`config.mk`:
```
export PLATFORM = sky130hd
export DESIGN_NAME = top
export DESIGN_NICKNAME = d
export VERILOG_FILES = /design/src/rtl/top.sv
export SDC_FILE = /design/constraint.sdc
export NUM_CORES = 1
export LEC_CHECK = 0
export CAP_MARGIN = 15
export CELL_PAD_IN_SITES_DETAIL_PLACEMENT = 1
export CELL_PAD_IN_SITES_GLOBAL_PLACEMENT = 2
export CORE_AREA = 2 2 43 45
export CTS_BUF_LIST = sky130_fd_sc_hd__clkbuf_8
export DETAILED_ROUTE_END_ITERATION = 8
export DIE_AREA = 0 0 45 47
export PLACE_DENSITY_LB_ADDON = 0.3
export SYNTH_ARGS = -nofsm -noshare
export SYNTH_HDL_FRONTEND = slang
export SYNTH_SLANG_ARGS = --single-unit
```
`constraint.sdc`:
```
create_clock -name clk -period 3.3 [get_ports clk]
set_clock_uncertainty 0.1 [all_clocks]
set_input_delay 0.495 -clock clk [delete_from_list [all_inputs] [get_ports clk]]
set_output_delay 0.495 -clock clk [all_outputs]
set_load 0.02 [all_outputs]
```
`src/rtl/top.sv`:
```
// Radix-2 MSDF online serial-serial adder, borrow-save digits.
// One N-digit addition per reset release; emits N+2 sum digits.
module top #(
  parameter int N = 8
) (
  input  logic       clk,
  input  logic       rst,
  input  logic [1:0] xj_plus_3,
  input  logic [1:0] yj_plus_3,
  output logic [1:0] Zj,
  output logic       ready_Zj
);

  localparam logic [1:0] R2_ZERO    = 2'b00;
  localparam logic [1:0] R2_POS_ONE = 2'b10;
  localparam logic [1:0] R2_NEG_ONE = 2'b01;

  localparam int CW = $clog2(N + 3);
  localparam logic [CW-1:0] LAST = CW'(N + 2);

  logic signed [2:0] r_w;
  logic [CW-1:0]     r_cnt;

  logic signed [2:0] w_xd;
  logic signed [2:0] w_yd;
  logic signed [2:0] w_s;
  logic signed [3:0] w_v;
  logic signed [3:0] w_vn;
  logic [1:0]        w_zc;
  logic              w_act;

  // p - n; code 11 cancels to zero
  function automatic logic signed [2:0] dec(
    input logic [1:0] d
  );
    logic signed [2:0] v;
    v = 3'sd0;
    if (d[1] && !d[0]) v = 3'sd1;
    if (d[0] && !d[1]) v = -3'sd1;
    return v;
  endfunction

  assign w_xd  = dec(xj_plus_3);
  assign w_yd  = dec(yj_plus_3);
  assign w_s   = w_xd + w_yd;
  assign w_v   = $signed({r_w, 1'b0})
               + $signed({w_s[2], w_s});
  assign w_act = (r_cnt != LAST);

  always_comb begin
    w_zc = R2_ZERO;
    w_vn = w_v;
    unique case (1'b1)
      (w_v >= 4'sd2): begin
        w_zc = R2_POS_ONE;
        w_vn = w_v - 4'sd4;
      end
      (w_v <= -4'sd2): begin
        w_zc = R2_NEG_ONE;
        w_vn = w_v + 4'sd4;
      end
      default: begin
        w_zc = R2_ZERO;
        w_vn = w_v;
      end
    endcase
  end

  always_ff @(posedge clk or negedge rst) begin
    if (!rst) begin
      r_w      <= 3'sd0;
      r_cnt    <= '0;
      Zj       <= R2_ZERO;
      ready_Zj <= 1'b0;
    end else if (w_act) begin
      r_w      <= w_vn[2:0];
      r_cnt    <= r_cnt + 1'b1;
      Zj       <= w_zc;
      ready_Zj <= 1'b1;
    end else begin
      Zj       <= R2_ZERO;
      ready_Zj <= 1'b0;
    end
  end

endmodule

```
==> results_dict.tcl, run 1 <==
set metrics [dict create \
    status "finished, final reports clean" \
    clock_path_buffers 2 \
    worst_slack_ns 0.1984 \
    track_usage 0.1219 \
    die_w_um 45 \
    ys_types 19 \
    p_per_area_mw_per_mm2 608.2 \
    rsz0062_at_grt "false" \
    finalHoldViolations 0 \
    grt_pass1_vias 395 \
    die_h_um 47 \
    crit_chain "clkdlybuf4s50_1 > inv_1 > ha_1 > inv_1 > ha_1 > fa_1 > ha_1 > inv_1 > fa_1 > xnor3_1 > a2bb2oi_1 > a21oi_2" \
    synth_area_per_cell_sq_um 11.04 \
    dr.pass1.iters 2 \
    ir_drop_v 0.0003685 \
    total_power_uw 432.2 \
    antenna_cells 0 \
    path_class "in2reg" \
    power_leakage_nw 0.3469 \
    grt_max_degree 13 \
    post_cts_buffers 0 \
    cpMaxStageDelayCell "fa_1" \
    cp.required_ns 3.30 \
    syn_inst 50 \
    maxSlewHeadroom 0.6676 \
    cts_tree "yes" \
    dieArea_sq_mm 0.002115 \
    endpoint_kind "flip-flop" \
    grt_pass1_wl_um 1725 \
    drc 0 \
    nets 77 \
    vias 367 \
    syn_to_final_growth_pct 28.80 \
    syn_area_sq_um 551.8 \
    clock_latency_ns 0.24 \
    row_count 15 \
    post_cts_resize_count 0 \
    port-buffer-count 8 \
    ys_ff_latch 10 \
    critPathBufInv 4 \
    io_pins 9 \
    routabilityCongestion 0.6738 \
    maxCapViolations 0 \
    slowest_delay_ns 0.49 \
    synthesis.nets 64 \
    cts_sinks 10 \
    ant_nets 0 \
    vias_per_cell 4.646 \
    wirelength_um 889 \
    antenna_found_initial 0 \
    cts_buffers 3 \
    drive_above_1_share 0.09677 \
    yosys_warnings 0 \
    initial_core_util 0.3341 \
    wire_per_inst_um 11.25 \
    h-tree-depth 1 \
    dp_hpwl_um 689.8 \
    place_ws_ns -0.07939 \
    fmax_ghz 0.3224 \
    drv_slew 0 \
    hold_class "reg2reg" \
    crit_fanout 3 \
    tightestPinTransition_ns 0.4971 \
    cp-start-kind "primary input" \
    final-setup-viol-count 0 \
    hold_buffers 0 \
    clk_pin_slew_ns 0.05 \
    finalCritPeriodShare 0.9399 \
    grt_overflow 0 \
    min_period_ns 3.102 \
    crit_family "adder cells" \
    core_sq_mm 0.001652 \
    drtIter0Drc 1 \
    ys_seq_area_frac 0.4535 \
    arrival_ns 3.11 \
    root_buffer "clkbuf_8" \
]
==> stage by stage <==
stage	instances	instance area [sq um]	util	hold slack, ns	TNS, ns
floorplan	50	551.8	-	0.09941	0
global placement	75	655.6	0.3970	0.3695	-0.03819
detailed placement	75	655.6	0.3970	0.3700	-0.07939
CTS	79	710.7	0.4303	0.3798	0
global route	79	710.7	0.4303	0.4104	0
finish	79	710.7	0.4303	0.3763	0
==> area by class of cell <==
| type | count | area, sq um |
|---|---|---|
| timing repair buffer | 9 | 87.58 |
| sequential | 10 | 250.2 |
| inverter | 10 | 37.54 |
| multi-input combinational | 29 | 259.0 |
| clock buffer | 4 | 55.05 |
| tap | 17 | 21.27 |
| fill | 196 | 940.9 |
==> Yosys cell counts <==
master,instances,area (sq um)
dfrtp_1,10,250.2
inv_1,10,37.54
ha_1,6,75.07
a21oi_1,3,15.01
nand2_1,3,11.26
nor2_1,3,11.26
fa_1,2,40.04
xnor2_1,2,17.52
a21oi_2,1,8.760
a2bb2oi_1,1,8.760
and2_1,1,6.260
buf_2,1,5.000
mux2_1,1,11.26
nand3_1,1,5.000
nand3b_1,1,7.510
o21ai_0,1,5.000
o21ai_1,1,5.000
xnor3_1,1,22.52
xor2_1,1,8.760
==> where the power goes <==
part | switching [mW] | total (mW) | internal (mW)
registers | 0.00780 | 0.144 | 0.137
clock network | 0.0490 | 0.154 | 0.105
logic | 0.0622 | 0.134 | 0.0716
total | 0.119 | 0.432 | 0.313
==> registers in the layout, indices dropped and copies added, names as in the netlist <==
| name | cells |
|---|---|
| r_w | 3 |
| r_cnt | 4 |
| ready_Zj | 1 |
| Zj | 2 |
==> cells in the final DEF, fill, tap and decap left out <==
cell and n:
a21oi_1 3, a21oi_2 1, a2bb2oi_1 1, and2_1 1, buf_4 1, clkbuf_8 4
clkdlybuf4s50_1 8, dfrtp_1 10, fa_1 2, ha_1 6, inv_1 10, mux2_1 1
nand2_1 3, nand3_1 1, nand3b_1 1, nor2_1 3, o21ai_0 1, o21ai_1 1
xnor2_1 2, xnor3_1 1, xor2_1 1
==> cells by family (layout without fill, tap and decap cells) <==
family / count (synthesis) / count (layout) / synth area share
xor+xnor: 4 / 4 / 0.08844
buf+inv: 11 / 23 / 0.07710
mux: 1 / 1 / 0.02041
fa+ha+maj: 8 / 8 / 0.2086
simple gates: 9 / 9 / 0.07483
flops: 10 / 10 / 0.4535
compound gates: 7 / 7 / 0.07708
==> path summary, 6_finish.rpt <==
path | from | end | slack (ns) | cells past startpoint
max in group asynchronous | rst | r_w[0]$_DFFE_PN0P_ | 2.34 | 1
worst max-delay path | xj_plus_3[1] | r_w[2]$_DFFE_PN0P_ | 0.20 | 12
min in group asynchronous | rst | r_cnt[0]$_DFFE_PN0P_ | 0.46 | 1
worst min register to register | r_cnt[3]$_DFFE_PN0P_ | r_cnt[3]$_DFFE_PN0P_ | 0.38 | 1
worst min-delay path | r_cnt[3]$_DFFE_PN0P_ | r_cnt[3]$_DFFE_PN0P_ | 0.38 | 1
worst max register to register | r_w[0]$_DFFE_PN0P_ | r_w[2]$_DFFE_PN0P_ | 1.54 | 6
==> per-layer routing <==
layer | global-route usage | vias to the layer above | routed length, um
li1 | - | 182 | -
met1 | 0.1460 | 171 | 423
met2 | 0.1771 | 9 | 386
met3 | 0.07308 | 5 | 59
met4 | 0.05294 | 0 | 19
met5 | 0 | - | 0
Note: power is estimated with default switching activity, not from simulation.
==> run 2: changes to the inputs <==
--- a/config.mk
+++ b/config.mk
@@ -10,9 +10,11 @@
 export CELL_PAD_IN_SITES_GLOBAL_PLACEMENT = 2
 export CORE_AREA = 2 2 43 45
 export CTS_BUF_LIST = sky130_fd_sc_hd__clkbuf_8
+export CTS_CLUSTER_SIZE = 24
 export DETAILED_ROUTE_END_ITERATION = 8
 export DIE_AREA = 0 0 45 47
 export PLACE_DENSITY_LB_ADDON = 0.3
+export SLEW_MARGIN = 20
 export SYNTH_ARGS = -nofsm -noshare
 export SYNTH_HDL_FRONTEND = slang
 export SYNTH_SLANG_ARGS = --single-unit
==> results of run 2 <==
No change in the layout: final DEF, timing and power equal those of run 1.
==> RTL change, RTL diff (config.mk and constraints of run 1) <==
`N`: 8 -> 16.
--- a/src/rtl/top.sv
+++ b/src/rtl/top.sv
@@ -2,5 +2,5 @@
 // One N-digit addition per reset release; emits N+2 sum digits.
 module top #(
-  parameter int N = 8
+  parameter int N = 16
 ) (
   input  logic       clk,
Check against the original RTL: no difference found for any inputs over 10 cycles, from zero or initial values and one cycle with rst low; that may be too few to reach the edited logic, so the function may still have changed.
==> RTL change against run 1 <==
Total power is 9.0% lower; sequential share of layout area is 2.0 points higher; area after synthesis is 8.8% higher; worst setup slack worse by 110 ps; wire length is 12% higher; die area stayed put; sequential cell count is 1 higher; via count is 4.6% higher; maximum frequency is 3.5% lower; design area is 4.0% higher; utilization is 1.7 points higher; critical path type unchanged; highest routed layer unchanged.
==> RTL change: results (changes against run 1) <==
INFO  metric synth.distinct_cells = 18 (was 19)
INFO  metric place.detailed.instances = 76 (was 75)
INFO  metric power_leakage = 0.363 nW (was 0.347 nW)
INFO  metric critical_path_slowest_stage_cell = sky130_fd_sc_hd__clkdlybuf4s50_1 (was sky130_fd_sc_hd__fa_1)
INFO  metric ir_drop = 0.237 mV (was 0.369 mV)
INFO  metric global_route_wire_length_before_repair = 1.77 mm (was 1.73 mm)
INFO  metric drive_gt1_frac = 0.0952 (was 0.0968)
INFO  metric slowest_delay = 450 ps (was 490 ps)
INFO  metric drt_first_pass_iters = 4 (was 2)
INFO  metric grt_start_max_net_pins = 12 (was 13)
INFO  metric biggestRegsByFlops = r_cnt (5), r_w (3), Zj (2) (was r_cnt (4), r_w (3), Zj (2))
INFO  metric worst_slew_margin_rel = 0.678 (was 0.668)
INFO  metric dp_hpwl = 779 µm (was 690 µm)
INFO  metric detail_route.vias_per_cell = 4.80 (was 4.65)
INFO  metric timing.critical_path.arrival = 3290 ps (was 3110 ps)
INFO  metric sequential_share_of_the_synthesized_area = 0.458 (was 0.454)
INFO  metric intPower = 282 µW (was 313 µW)
INFO  metric final_stage_net_count = 78 (was 77)
INFO  metric globalplace.congestion = 0.698 (was 0.674)
INFO  metric clockPowerShare = 0.335 (was 0.356)
INFO  metric synthTopCellsByArea = sky130_fd_sc_hd__dfrtp_1, sky130_fd_sc_hd__ha_1, sky130_fd_sc_hd__fa_1 (unchanged)
INFO  metric run_status = finished, final reports clean (unchanged)
INFO  metric wl = 996 µm (was 889 µm)
INFO  metric synth.cells.most_frequent = sky130_fd_sc_hd__dfrtp_1, sky130_fd_sc_hd__inv_1, sky130_fd_sc_hd__nand2_1 (was sky130_fd_sc_hd__dfrtp_1, sky130_fd_sc_hd__inv_1, sky130_fd_sc_hd__ha_1)
INFO  metric track_usage = 0.128 (was 0.122)
RTL change: logic make-up after synthesis:
logic type,synth area share
and+or+nand+nor,0.106
DFF,0.458
buffers and inverters,0.0688
adders and majority gates,0.192
AOI/OAI and AO/OA,0.0750
xor gates and xnor gates,0.100
RTL change: path summary, 6_finish.rpt:
check / from / endpoint / cells past startpoint / slack [ps]
setup reg to reg: r_w[0] / r_w[2] / 5 / 1390
setup / recovery: xj_plus_3[1] / r_w[2] / 11 / 90
min in group asynchronous: rst / r_cnt[3] / 1 / 480
hold / removal: r_cnt[4] / r_cnt[4] / 1 / 370
max in group asynchronous: rst / Zj[0] / 1 / 2290
hold reg to reg: r_cnt[4] / r_cnt[4] / 1 / 370
RTL change: stage by stage:
stage                     TNS (ps)  worst slack (ps)  power (mW)  cell area, µm²
after global placement        -163              -127       0.261             694
after CTS                        0              51.9       0.399             739
after floorplan                  0               438       0.236             601
after global routing             0              1.65       0.421             739
after detailed placement      -261              -167       0.263             694
final                            0              87.3       0.393             739
RTL change: final cells by class:
class	instances	share of cell area
timing repair buffer	8	0.108
clock buffer	3	0.0558
tap	17	0.0288
sequential	11	0.372
clock inverter	1	0.00508
multi-input combinational	31	0.384
inverter	9	0.0457
RTL change: worst reg2reg max path, cell delays in order, from the launching register on:
cell                       delay (ps)
sky130_fd_sc_hd__dfrtp_1          380
sky130_fd_sc_hd__ha_1             210
sky130_fd_sc_hd__fa_1             390
sky130_fd_sc_hd__xor3_2           430
sky130_fd_sc_hd__a211oi_2         210
sky130_fd_sc_hd__a211o_1          120
RTL change: metal layers:
metal | vias to the layer above | routed length [µm] | track usage
met5 | - | 0 | 0
met4 | 0 | 23 | 0.0706
met3 | 3 | 68 | 0.0654
met2 | 9 | 437 | 0.191
met1 | 184 | 465 | 0.151
li1 | 188 | - | -
